`config.mk`:
```
export PLATFORM = sky130hd
export DESIGN_NAME = ifu_fetch
export DESIGN_NICKNAME = d
export VERILOG_FILES = /design/src/rtl/ifu_fetch.sv
export SDC_FILE = /design/constraint.sdc
export NUM_CORES = 1
export LEC_CHECK = 0
export BUFFER_PORTS_ARGS = -buffer_cell sky130_fd_sc_hd__buf_4
export CELL_PAD_IN_SITES_DETAIL_PLACEMENT = 1
export CELL_PAD_IN_SITES_GLOBAL_PLACEMENT = 1
export CORE_ASPECT_RATIO = 2
export CORE_MARGIN = 2
export CORE_UTILIZATION = 43
export DETAILED_ROUTE_END_ITERATION = 6
export PLACE_DENSITY = 0.91
export SKIP_LAST_GASP = 1
export SLEW_MARGIN = 20
export SYNTH_ARGS = -nofsm -noshare
export SYNTH_HDL_FRONTEND = slang
export SYNTH_SLANG_ARGS = --single-unit
```
`constraint.sdc`:
```
create_clock -name brq_clk -period 5.5 [get_ports brq_clk]
set_input_delay 0.55 -clock brq_clk [delete_from_list [all_inputs] [get_ports brq_clk]]
set_output_delay 0.55 -clock brq_clk [all_outputs]
set_load 0.01 [all_outputs]
```
`src/rtl/ifu_fetch.sv`:
```
// Instruction fetch stage: PC generation, imem request/response tracking, fetch queue and output register.
// Optional bubble counter on ifu_stall_cnt is built only when IFU_PERF_CNT_EN is defined.
module ifu_fetch #(
  parameter int unsigned          DataWidth = 32,
  parameter int unsigned          FifoDepth = 2,
  parameter logic [DataWidth-1:0] ResetPc   = '0,
  parameter logic [DataWidth-1:0] NopInst   = 32'h0000_0013
) (
  input  logic                 brq_clk,
  input  logic                 brq_rst,
  input  logic                 idu_flush,
  input  logic [1:0]           idu_next_pc_sel,
  input  logic                 idu_branch,
  input  logic [DataWidth-1:0] idu_branch_addr,
  input  logic [DataWidth-1:0] idu_jal_addr,
  input  logic [DataWidth-1:0] idu_jalr_addr,
  input  logic                 hazard_stall,
  output logic                 imem_req,
  output logic [DataWidth-1:0] imem_addr,
  input  logic                 imem_gnt,
  input  logic                 imem_rvalid,
  input  logic [DataWidth-1:0] imem_rdata,
  output logic [DataWidth-1:0] ifu_fetch_inst,
  output logic [DataWidth-1:0] ifu_pc,
  output logic                 ifu_stall,
  output logic [31:0]          ifu_stall_cnt
);

  localparam int unsigned PtrW = $clog2(FifoDepth);
  localparam int unsigned CntW = PtrW + 1;
  localparam int unsigned SumW = CntW + 1;

  logic [DataWidth-1:0] fetch_pc_q, fetch_pc_d;
  logic [CntW-1:0]      outstanding_q, outstanding_d;
  logic [CntW-1:0]      drop_q, drop_d;
  logic [CntW-1:0]      q_cnt_q, q_cnt_d;
  logic [PtrW-1:0]      q_wr_q, q_wr_d, q_rd_q, q_rd_d;
  logic [CntW-1:0]      tag_cnt_q, tag_cnt_d;
  logic [PtrW-1:0]      tag_wr_q, tag_wr_d, tag_rd_q, tag_rd_d;
  logic [DataWidth-1:0] inst_q, inst_d;
  logic [DataWidth-1:0] pc_q, pc_d;
  logic                 stall_q, stall_d;

  logic [DataWidth-1:0] q_inst_mem [FifoDepth];
  logic [DataWidth-1:0] q_pc_mem   [FifoDepth];
  logic [DataWidth-1:0] tag_mem    [FifoDepth];

  logic                 redirect;
  logic [DataWidth-1:0] redirect_pc;
  logic                 gnt_fire;
  logic                 rsp_keep;
  logic                 q_push, q_pop, tag_push, tag_pop;
  logic [SumW-1:0]      in_flight;

  always_comb begin
    redirect    = 1'b0;
    redirect_pc = fetch_pc_q;
    if (idu_flush) begin
      unique case (idu_next_pc_sel)
        2'b01: begin redirect = idu_branch; redirect_pc = idu_branch_addr; end
        2'b10: begin redirect = 1'b1;       redirect_pc = idu_jal_addr;    end
        2'b11: begin redirect = 1'b1;       redirect_pc = idu_jalr_addr;   end
        default: ;
      endcase
    end
  end

  assign in_flight = {1'b0, outstanding_q} + {1'b0, q_cnt_q};
  assign imem_req  = !brq_rst && !redirect && (in_flight < SumW'(FifoDepth));
  assign imem_addr = fetch_pc_q;
  assign gnt_fire  = imem_req && imem_gnt;
  // Responses landing in a redirect cycle are discarded outright rather than counted in drop.
  assign rsp_keep  = imem_rvalid && !redirect && (drop_q == '0);

  always_comb begin
    fetch_pc_d    = fetch_pc_q;
    outstanding_d = outstanding_q + CntW'(gnt_fire) - CntW'(imem_rvalid);
    drop_d        = drop_q;
    q_cnt_d       = q_cnt_q;
    q_wr_d        = q_wr_q;
    q_rd_d        = q_rd_q;
    tag_cnt_d     = tag_cnt_q;
    tag_wr_d      = tag_wr_q;
    tag_rd_d      = tag_rd_q;
    inst_d        = inst_q;
    pc_d          = pc_q;
    stall_d       = stall_q;
    q_push        = 1'b0;
    q_pop         = 1'b0;
    tag_push      = gnt_fire;
    tag_pop       = rsp_keep;

    if (gnt_fire) fetch_pc_d = fetch_pc_q + DataWidth'(4);

    if (redirect) begin
      fetch_pc_d = redirect_pc;
      drop_d     = outstanding_q - CntW'(imem_rvalid);
      tag_push   = 1'b0;
      tag_pop    = 1'b0;
      inst_d     = NopInst;
      stall_d    = 1'b1;
      q_cnt_d    = '0;
      q_wr_d     = '0;
      q_rd_d     = '0;
      tag_cnt_d  = '0;
      tag_wr_d   = '0;
      tag_rd_d   = '0;
    end else begin
      if (imem_rvalid && (drop_q != '0)) drop_d = drop_q - CntW'(1);
      if (hazard_stall) begin
        q_push = rsp_keep;
      end else if (q_cnt_q != '0) begin
        q_pop   = 1'b1;
        q_push  = rsp_keep;
        inst_d  = q_inst_mem[q_rd_q];
        pc_d    = q_pc_mem[q_rd_q];
        stall_d = 1'b0;
      end else if (rsp_keep) begin
        // Empty queue: the response bypasses straight into the output register.
        inst_d  = imem_rdata;
        pc_d    = tag_mem[tag_rd_q];
        stall_d = 1'b0;
      end else begin
        inst_d  = NopInst;
        stall_d = 1'b1;
      end
      if (q_push)   q_wr_d   = q_wr_q + PtrW'(1);
      if (q_pop)    q_rd_d   = q_rd_q + PtrW'(1);
      if (tag_push) tag_wr_d = tag_wr_q + PtrW'(1);
      if (tag_pop)  tag_rd_d = tag_rd_q + PtrW'(1);
      q_cnt_d   = q_cnt_q + CntW'(q_push) - CntW'(q_pop);
      tag_cnt_d = tag_cnt_q + CntW'(tag_push) - CntW'(tag_pop);
    end
  end

  always_ff @(posedge brq_clk) begin
    if (brq_rst) begin
      fetch_pc_q    <= ResetPc;
      outstanding_q <= '0;
      drop_q        <= '0;
      q_cnt_q       <= '0;
      q_wr_q        <= '0;
      q_rd_q        <= '0;
      tag_cnt_q     <= '0;
      tag_wr_q      <= '0;
      tag_rd_q      <= '0;
      inst_q        <= NopInst;
      pc_q          <= '0;
      stall_q       <= 1'b1;
    end else begin
      fetch_pc_q    <= fetch_pc_d;
      outstanding_q <= outstanding_d;
      drop_q        <= drop_d;
      q_cnt_q       <= q_cnt_d;
      q_wr_q        <= q_wr_d;
      q_rd_q        <= q_rd_d;
      tag_cnt_q     <= tag_cnt_d;
      tag_wr_q      <= tag_wr_d;
      tag_rd_q      <= tag_rd_d;
      inst_q        <= inst_d;
      pc_q          <= pc_d;
      stall_q       <= stall_d;
    end
  end

  always_ff @(posedge brq_clk) begin
    if (q_push) begin
      q_inst_mem[q_wr_q] <= imem_rdata;
      q_pc_mem[q_wr_q]   <= tag_mem[tag_rd_q];
    end
    if (tag_push) tag_mem[tag_wr_q] <= fetch_pc_q;
  end

  assign ifu_fetch_inst = inst_q;
  assign ifu_pc         = pc_q;
  assign ifu_stall      = stall_q;

`ifdef IFU_PERF_CNT_EN
  logic [31:0] stall_cnt_q, stall_cnt_d;
  logic        bubble_load;

  always_comb begin
    bubble_load = redirect || (!hazard_stall && (q_cnt_q == '0) && !rsp_keep);
    stall_cnt_d = stall_cnt_q;
    if (bubble_load && (stall_cnt_q != '1)) stall_cnt_d = stall_cnt_q + 32'd1;
  end

  always_ff @(posedge brq_clk) begin
    if (brq_rst) stall_cnt_q <= '0;
    else         stall_cnt_q <= stall_cnt_d;
  end

  assign ifu_stall_cnt = stall_cnt_q;
`else
  assign ifu_stall_cnt = '0;
`endif

endmodule

```
Word-level counts from Yosys, hierarchy flattened
Memory sizes are Yosys's and may differ from the RTL's. A register that Yosys moved wholly into a read port is not among the register bits.
Index checks and enable logic that the tools add are counted.
{"block": "totals", "register_bits": 107, "latch_bits": 0, "ramBits": 192, "rom_bits": 0, "in_bits": 137, "output_inout_bits": 130, "elab_cells": 84, "mem_count": 3}
{"block": "classes", "n_addsub": 12, "multipliers": 0, "div_mod_pow": 0, "n_lt_le_gt_ge": 1, "eq_ne": 5, "n_shift": 0, "muxes": 32, "n_bitwise": 2, "n_reduce_logical": 18}
{"memory": "q_inst_mem", "words": 2, "word_bits": 32, "rd": 1, "rd_ports_with_merged_regs": 1, "wr": 1, "line": "44", "source": "logic [DataWidth-1:0] q_inst_mem [FifoDepth];"}
{"memory": "q_pc_mem", "words": 2, "word_bits": 32, "rd": 1, "rd_ports_with_merged_regs": 1, "wr": 1, "line": "45", "source": "logic [DataWidth-1:0] q_pc_mem [FifoDepth];"}
{"memory": "tag_mem", "words": 2, "word_bits": 32, "rd": 1, "rd_ports_with_merged_regs": 1, "wr": 1, "line": "46", "source": "logic [DataWidth-1:0] tag_mem [FifoDepth];"}
{"operator": "$mux W32", "count": 7}
{"operator": "$pmux W32 S3", "count": 1}
{"operator": "$add A32 B3 Y32 const B", "count": 1}
{"operator": "$mux W1", "count": 21}
{"operator": "$reduce_bool A2 Y1", "count": 5}
{"operator": "$logic_and A1 B1 Y1", "count": 6}
{"operator": "$reduce_and A3 Y1", "count": 2}
{"operator": "$sub A2 B1 Y2", "count": 3}
{"operator": "$add A1 B1 Y1 const B", "count": 4}
{"operator": "$add A2 B1 Y2", "count": 2}
{"operator": "$eq A2 B2 Y1 const B", "count": 2}
{"operator": "$mux W2", "count": 2}
{"operator": "$ne A4 B1 Y1 const B", "count": 1}
{"operator": "$reduce_or A2 Y1", "count": 2}
{"operator": "$add A2 B2 Y3", "count": 1}
{"operator": "$lt A3 B2 Y1 const B", "count": 1}
{"operator": "$eq A2 B1 Y1 const B", "count": 1}
{"operator": "$logic_not A1 Y1", "count": 2}
{"operator": "$logic_not A2 Y1", "count": 1}
{"operator": "$ne A2 B2 Y1 const B", "count": 1}
{"operator": "$not A1 Y1", "count": 2}
{"operator": "$pmux W1 S2", "count": 1}
{"operator": "$sub A2 B1 Y2 const B", "count": 1}

Logic depth before layout (Yosys ltp)
Gate-level depths: netlist (run 1).
{"block": "depth", "ltp_word": 13, "ltp_mapped": 10, "mapped_depth_nobuf": 10}

Worst setup path before layout (run 1)
No wires, ideal clock.
{"block": "synth_path", "path_type": "input to register", "from": "input port idu_next_pc_sel[0]", "to": "memory q_inst_mem[0][0], enable pin", "setup_time_ns": 0.486, "t_arrival_ns": 3.990, "required_ns": 5.014, "setup_slack_ns": 1.024, "cell_stages": 4, "path_buffers": 1, "cell_sequence": "clkbuf_1 -> a21o_1 -> a221o_1 -> nor2_1"}
{"block": "synth_between", "elab_chain_len": 13, "elab_cells_between_ends": 15, "cone_classes": "eq/ne (3); mux (8); reduce/logical (4)"}
{"item": "from (decl)", "line": "12", "source": "input logic [1:0] idu_next_pc_sel,"}
{"item": "$eq A2 B2 Y1", "line": "59", "source": "unique case (idu_next_pc_sel)"}
{"item": "$reduce_or A2 Y1 (no line)"}
{"item": "$pmux W1 S2 *", "line": "59"}
{"item": "$mux W1 *", "line": "58", "source": "if (idu_flush) begin"}
{"item": "$logic_not A1 Y1", "line": "73", "source": "assign rsp_keep = imem_rvalid && !redirect && (drop_q == '0);"}
{"item": "$logic_and A1 B1 Y1 (2 in series)", "line": "73"}
{"item": "$mux W1", "line": "112", "source": "end else if (q_cnt_q != '0) begin"}
{"item": "$mux W1", "line": "110", "source": "if (hazard_stall) begin"}
{"item": "$mux W1", "line": "95", "source": "if (redirect) begin"}
{"item": "$mux W1 *", "line": "95"}
{"item": "$mux W1 *", "line": "167", "source": "if (q_push) begin"}
{"item": "$mux W1 (implied by the code) *", "line": "168", "source": "q_inst_mem[q_wr_q] <= imem_rdata;"}
{"item": "to (decl)", "line": "44"}
Every way passes the cells marked *; elsewhere a longest branch is shown, timed or not. The select of a mux whose other input is x is not followed.

Worst setup path after layout (run 1)
{"block": "layout_path", "from": "register q_cnt_q[0]", "to": "register fetch_pc_q[22], in the netlist imem_addr[22]"}
{"block": "layout_between", "elab_chain_len": 6}
{"item": "from (decl)", "line": "36", "source": "logic [CntW-1:0] q_cnt_q, q_cnt_d;"}
{"item": "from (signal assigned)", "line": "154", "source": "q_cnt_q <= q_cnt_d;"}
{"item": "$add A2 B2 Y3", "line": "68", "source": "assign in_flight = {1'b0, outstanding_q} + {1'b0, q_cnt_q};"}
{"item": "$lt A3 B2 Y1", "line": "69", "source": "assign imem_req = !brq_rst && !redirect && (in_flight < SumW'(FifoDepth));"}
{"item": "$logic_and A1 B1 Y1", "line": "69"}
{"item": "$logic_and A1 B1 Y1", "line": "71", "source": "assign gnt_fire = imem_req && imem_gnt;"}
{"item": "$reduce_bool A2 Y1 (no line)"}
{"item": "$reduce_and A3 Y1 (no line)"}
{"item": "to (signal assigned)", "line": "138", "source": "fetch_pc_q <= ResetPc;"}
{"item": "to (signal assigned)", "line": "151", "source": "fetch_pc_q <= fetch_pc_d;"}
{"item": "to (decl)", "line": "33", "source": "logic [DataWidth-1:0] fetch_pc_q, fetch_pc_d;"}
Every way passes these cells.
A chain may end at the register's enable or synchronous reset.

==> results of run 1 <==
## power by group
part	leakage, nW	total [mW]	internal, mW	switching, mW
Clock	0.404	1.83	1.03	0.799
Combinational	2.60	0.754	0.324	0.430
Sequential	2.65	2.67	2.56	0.108
## Yosys cell counts (all sizes together) (2+ instances only)
| cell | number |
|---|---|
| o31ai | 8 |
| edfxtp | 192 |
| dfxtp | 109 |
| xnor2 | 12 |
| or4b | 4 |
| a21o | 2 |
| mux2i | 67 |
| o211ai | 41 |
| nor2b | 2 |
| clkbuf | 54 |
| a21oi | 66 |
| buf | 49 |
| and3 | 5 |
| mux2 | 61 |
| and2 | 3 |
| nor3 | 4 |
| a311oi | 15 |
| a222oi | 29 |
| xor2 | 9 |
| o21ai | 6 |
| nand4 | 9 |
| a211oi | 14 |
| or4 | 11 |
| nand2 | 87 |
| inv | 10 |
| nor2 | 108 |
| a221o | 2 |
| or3 | 4 |
| and4 | 4 |
| nand3 | 16 |
| ha | 7 |
| a2111oi | 3 |
## metrics by stage
step / utilization [%] / setup WS (ns) / instances
2_1_floorplan: - / 1.024 / 1056
3_3_place_gp: 49.98 / 2.153 / 1563
3_5_place_dp: 49.98 / 2.049 / 1563
4_1_cts: 52.80 / 2.172 / 1608
5_1_grt: 52.94 / 2.009 / 1610
6_report: 52.94 / 2.148 / 1610
## routing by layer
| metal | routed length, µm | global-route usage [%] | up-vias |
|---|---|---|---|
| met3 | 1774 | 3.072 | 72 |
| met5 | 0 | 0 | - |
| li1 | - | - | 4192 |
| met4 | 903 | 6.895 | 0 |
| met1 | 13240 | 24.80 | 4426 |
| met2 | 18340 | 39.67 | 360 |
## flip-flops by register name (all words and copies together), names as in the netlist, named ones only
name,count
ifu_fetch_inst,32
drop_q,2
ifu_stall,1
tag_rd_q,1
outstanding_q,2
ifu_pc,32
q_pc_mem,64
q_wr_q,1
q_rd_q,1
tag_mem,64
q_inst_mem,64
imem_addr,32
tag_wr_q,1
q_cnt_q,2
## cell type report
class,count,share of cell area (%)
clock inverters,16,1.122
multi-input cells,642,28.04
well taps,364,2.938
clock buffers,29,4.197
repair buffers,248,12.17
inverters,10,0.2421
flip-flops and latches,301,51.29
## worst register-to-register path, delay by kind of cell, from the launching register on
| kind | cells | cell delay [ns] |
|---|---|---|
| AOI/OAI and AO/OA | 1 | 0.27 |
| DFF | 1 | 0.39 |
| adders and majority gates | 1 | 0.48 |
| and+or+nand+nor | 4 | 2.12 |
## how the worst max path moves through the flow
| stage | start | to | slack, ns | depth (start not counted) |
|---|---|---|---|---|
| after detailed placement | idu_next_pc_sel[1] | q_inst_mem[0][22] | 2.05 | 5 |
| after CTS | q_cnt_q[0] | imem_addr[22] | 2.17 | 6 |
| after floorplan | idu_next_pc_sel[0] | q_inst_mem[0][0] | 1.02 | 4 |
| final | q_cnt_q[0] | imem_addr[22] | 2.15 | 6 |
| after global routing | outstanding_q[0] | imem_addr[22] | 2.01 | 6 |
| after global placement | idu_next_pc_sel[1] | q_inst_mem[1][22] | 2.15 | 5 |
## cell families (layout without fill, tap and decap cells)
logic type | after synthesis | count (layout) | share of synthesized area, %
AO/OA/AOI/OAI | 190 | 190 | 10.64
XOR/XNOR | 21 | 21 | 1.451
adder cells (fa/ha/maj) | 8 | 8 | 0.8489
buffers and inverters | 113 | 303 | 4.313
flip-flops | 301 | 301 | 62.70
multiplexers | 128 | 128 | 10.71
other | 1 | 32 | 0.02958
AND/OR/NAND/NOR | 263 | 263 | 9.308
==> out/results.ini, run 1 <==
[status]
status=finished clean

[detailed_routing]
drc=0
wl_per_cell_um=21.28
via_per_inst=5.621
finalWirelength_mm=34.26
dr.pass1.iters=7
drtIter0Drc=629
drtAntennaViolNets=0
vias=9050

[yosys]
yosysTopAreaCell=edfxtp_1
ys.flop_type=edfxtp_1
ys_async_sr_fraction_pct=0
syn_avg_cell_area_um2=12.37
synth_seq_cells=301
netlist_instances=1025
seq_area_frac_synth_pct=62.70
synth_edf_count=192
synth_cell_types=46
ys_warn_count=0
ys_top_cells_by_area=edfxtp_1, dfxtp_1, mux2_2
synth_top_area_share_pct=45.48
synth_area_um2=12680

[global_route]
grt_pass1_wl_mm=52.53
track_usage_pct=21.22
grt_antenna_before_repair=0
grt_max_degree=69
grt_pass1_vias=9375
overflow=0

[cts]
numCtsBuffers=25
clock_latency_ns=0.53
cts_resized=0
ctsHtreeMaxLevel=1
root_buffer=clkbuf_16
postCtsSetupRepairBufs=0
cts_tree=done
cts_hold_buf=0
clk_pin_slew_ns=0.07
cts_buffer_depth=3
cts_sinks=301

[hold_path]
hp-class=in2reg
worstHoldStart=imem_rdata[26]
hold_depth=1
min_to=q_inst_mem[1][26]

[final_layout]
final_nets=1373
multi_input_area_um2=4348
layout_commonest_cell=buf_4
final_area_um2=15500
nFillCells=3061
antenna_cells=0
drive_above_1_share_pct=28.65
area_growth_syn_to_layout_pct=22.31
most-common-layout-cells=buf_4, edfxtp_1, dfxtp_1
ff_latch_area_um2=7951

[sta]
relSlewSlack_pct=32.75
worstMarginPinSlew_ns=1.009
max_freq_mhz=298.4
period_needed_ns=3.352
rsz0062_at_grt=false
setup_tns_ns=0
slew_violations=0
whs_ns=0.2147
finalSetupViolations=0
hold_violations=0
clock_skew_ns=0.008522
min_period_over_period_pct=60.94

[floorplan]
rows=89
design.die.area_um2=30950
initial_utilization_pct=43.28
die_h_um=246.8
die-width_um=125.4
core-area_um2=29290
num_io_pins=267

[worst_setup_path]
critPathArrivalTime_ns=3.79
r2r_cells=6
rrSetupSlack_ns=2.15
crit_path_end_kind=flip-flop
timing.rr.end=imem_addr[22]
cp_max_fo=17
max_stage_delay_ns=0.82
crit_buf_inv=0
crit_chain=and2_1, fa_1, or3b_1, or4_1, or4_1, a311oi_1
critPathTopFamily=simple AND/OR/NAND/NOR gates
r2r_start=q_cnt_q[0]
crit_top_cell=or4_1
slowest_stage=or4_1
cp-start-kind=flip-flop
path_class=reg2reg
cp.required_ns=5.94

[power_and_ir_drop]
p_leak_nw=5.657
total_power_mw=5.252
powerDensity_nw_per_um2=338.8
ir_drop_v=0.0002068

[run]
cap_violations=0

[placement]
gp_congestion=0.8835
hpwl_mm=22.91
placed_area_um2=14640
io_buffers=234

No activity file was read; power rests on OpenSTA's default activity.
==> run 2: changes to the inputs <==
==> constraint.sdc (replaced) <==
create_clock -name brq_clk -period 3.1 [get_ports brq_clk]
set_input_delay 0.31 -clock brq_clk [delete_from_list [all_inputs] [get_ports brq_clk]]
set_output_delay 0.31 -clock brq_clk [all_outputs]
set_load 0.01 [all_outputs]
==> run 2 against run 1 <==
Against the previous run:
- hold slack got worse by 0.14 ns
- critical endpoint is now imem_addr[18]
- utilization rose by 1.7 points
- combinational power rose by 86%
- sequential power rose by 77%
- global-route usage rose by 0.98 points
- cell area rose by 3.3%
- clock skew rose by 0.0080 ns
- register-to-register slack got worse by 2.1 ns
- cell count rose by 3.1%
- clock-buffer cell count rose by 3
==> out/results.ini, run 2 (synthesis gave the netlist of run 1 again) <==
[status]
status=finished clean

[sta]
max_freq_mhz=328.0  ; +9.9%
min_period_over_period_pct=98.36  ; +37 points
hold_violations=0  ; unchanged
worstMarginPinSlew_ns=0.6876  ; -0.3212 ns
slew_violations=0  ; unchanged
relSlewSlack_pct=53.81  ; +21 points
rsz0062_at_grt=false
clock_skew_ns=0.01651  ; +0.007993 ns
final.setup.worst_slack_ns=0.05081  ; -2.098 ns
finalSetupViolations=0  ; unchanged
period_needed_ns=3.049  ; -0.3025 ns

[final_layout]
nFillCells=3004  ; -1.9%
area_growth_syn_to_layout_pct=26.31
fin_util_pct=54.67  ; +1.7 points
final_area_um2=16010  ; +3.3%
top_regs=q_inst_mem (64), q_pc_mem (64), tag_mem (64)
final_nets=1417  ; +3.2%
layout_commonest_cell=buf_4
drive_above_1_share_pct=29.57  ; +0.91 points
most-common-layout-cells=buf_4, edfxtp_1, dfxtp_1

[global_route]
grt_max_degree=66  ; -4.3%
track_usage_pct=22.20  ; +0.98 points
grt_pass1_vias=10010  ; +6.8%
grt_antenna_before_repair=3  ; +3
grt_pass1_wl_mm=54.71  ; +4.2%
overflow=0  ; unchanged

[power_and_ir_drop]
p_int_mw=7.124  ; +82%
clockPowerShare_pct=36.0  ; +1.1 points
powerDensity_nw_per_um2=596.7  ; +76%
ir_drop_v=0.0003303  ; +60%
seq_power_share_pct=49.4  ; -1.4 points
p_leak_nw=5.878  ; +3.9%
sw_frac_of_total_pct=25.43  ; -0.039 points
switchingPower_mw=2.429  ; +82%
p_comb_share_pct=14.6  ; +0.2 points

[cts]
cts_buffer_depth=3  ; unchanged
root_buffer=clkbuf_16
clk_pin_slew_ns=0.07  ; about the same
numCtsBuffers=26  ; +4.0%
cts_tree=done
postCtsSetupRepairBufs=0  ; unchanged
clock_latency_ns=0.55  ; +0.02 ns
ctsHtreeMaxLevel=1  ; unchanged
cts_sinks=301  ; unchanged

[detailed_routing]
drtAntennaViolNets=0  ; unchanged
dr.pass1.iters=5  ; -2
drc=0  ; unchanged
via_per_inst=5.569  ; -0.92%
wl_per_cell_um=21.24  ; -0.21%
drtIter0Drc=661  ; +5.1%
vias=9245  ; +2.2%
finalWirelength_mm=35.25  ; +2.9%

[worst_setup_path]
path_class=reg2reg
r2r_cells=7  ; +1
cp-start-kind=flip-flop
crit_start=outstanding_q[0]
crit_path_end_kind=flip-flop
timing.rr.end=imem_addr[18]
cp_max_fo=9  ; -8
cp.required_ns=3.55  ; -2.39 ns
rrSetupSlack_ns=0.05  ; -2.10 ns
crit_end=imem_addr[18]
critPathArrivalTime_ns=3.50  ; -0.29 ns
r2r_start=outstanding_q[0]

[placement]
pre_cts_ws_ns=-0.05357  ; -2.102 ns
gp_congestion=0.8956  ; +1.4%
hpwl_mm=23.67  ; +3.3%
io_buffers=234  ; unchanged
placed_area_um2=14750  ; +0.75%

[hold_path]
hp-class=in2reg

[floorplan]
design.die.area_um2=30950  ; unchanged
core-area_um2=29290  ; unchanged
initial_utilization_pct=43.28  ; unchanged
rows=89  ; unchanged
num_io_pins=267  ; unchanged
die-width_um=125.4  ; unchanged
die_h_um=246.8  ; unchanged

[run]
cap_violations=0  ; unchanged

run 2: cell count changes in the layout (fill, tap and decap cells not counted), moves of 2 or more:
cell	delta
a311oi_1	-3
a311oi_2	+3
buf_4	+12
clkbuf_16	+2
clkinv_1	-8
clkinv_2	+2
clkinvlp_4	+3
diode_2	+4
dlygate4sd3_1	+32
inv_6	+2
run 2: routing by layer:
| metal | vias to the layer above | global-route usage (%) | share of wire, % |
|---|---|---|---|
| li1 | 4272 | - | - |
| met1 | 4520 | 25.15 | 38 |
| met2 | 368 | 40.65 | 53 |
| met3 | 85 | 3.505 | 5.5 |
| met4 | 0 | 10.39 | 4.0 |
| met5 | - | 0 | 0 |
run 2: how the worst min path moves through the flow:
| stage | from | endpoint | cells past startpoint |
|---|---|---|---|
| floorplan | imem_rdata[0] | q_inst_mem[0][0] | 0 |
| global placement | ifu_pc[14] | ifu_pc[14] | 2 |
| detailed placement | ifu_pc[30] | ifu_pc[30] | 2 |
| CTS | idu_branch_addr[30] | imem_addr[30] | 3 |
| global route | idu_branch_addr[30] | imem_addr[30] | 3 |
| finish | idu_branch_addr[30] | imem_addr[30] | 3 |
run 2: cell type report:
cell class / instances / area, µm² / area share (%)
clock inverter: 16 / 202.7 / 1.266
clock buffer: 32 / 704.4 / 4.400
multi-input combinational: 642 / 4372 / 27.31
tap: 364 / 455.4 / 2.845
antenna: 4 / 10.01 / 0.06252
sequential: 301 / 7951 / 49.66
inverter: 10 / 37.54 / 0.2344
timing repair buffer: 291 / 2277 / 14.22
run 2: worst max-delay path, cell delays in order (launching register included):
cell and delay [ns]:
dfxtp_1 0.39, and2_1 0.18, fa_1 0.45, or3b_4 0.46
or4_4 0.62, buf_4 0.19, or3_1 0.36, a311oi_2 0.31
run 2: what timing repair did:
item | CTS | global route
endpoints found under the hold margin | 64 | 0
cloned | 0 | 0
hold buffers | 32 | 0
resized for setup | 2 | 3
setup endpoints to repair | 5 | 3
run 2: power groups by stage:
stage          Sequential [mW]  Clock, mW  Combinational [mW]
5_1_grt                   4.74       3.61                1.52
3_5_place_dp              4.80          0                1.34
3_3_place_gp              4.77          0                1.28
6_report                  4.72       3.44                1.40
2_1_floorplan             4.78          0               0.760
4_1_cts                   4.72       3.48                1.39
run 2: through the flow:
| step | hold slack, ns | power, mW | instances | setup TNS [ns] |
|---|---|---|---|---|
| 4_1_cts | 0.05223 | 9.594 | 1656 | 0 |
| 5_1_grt | 0.08339 | 9.877 | 1659 | 0 |
| 3_5_place_dp | 0.4516 | 6.142 | 1576 | -0.1065 |
| 6_report | 0.07918 | 9.553 | 1660 | 0 |
| 3_3_place_gp | 0.4456 | 6.045 | 1576 | 0 |
| 2_1_floorplan | 0.4089 | 5.538 | 1056 | -9.793 |
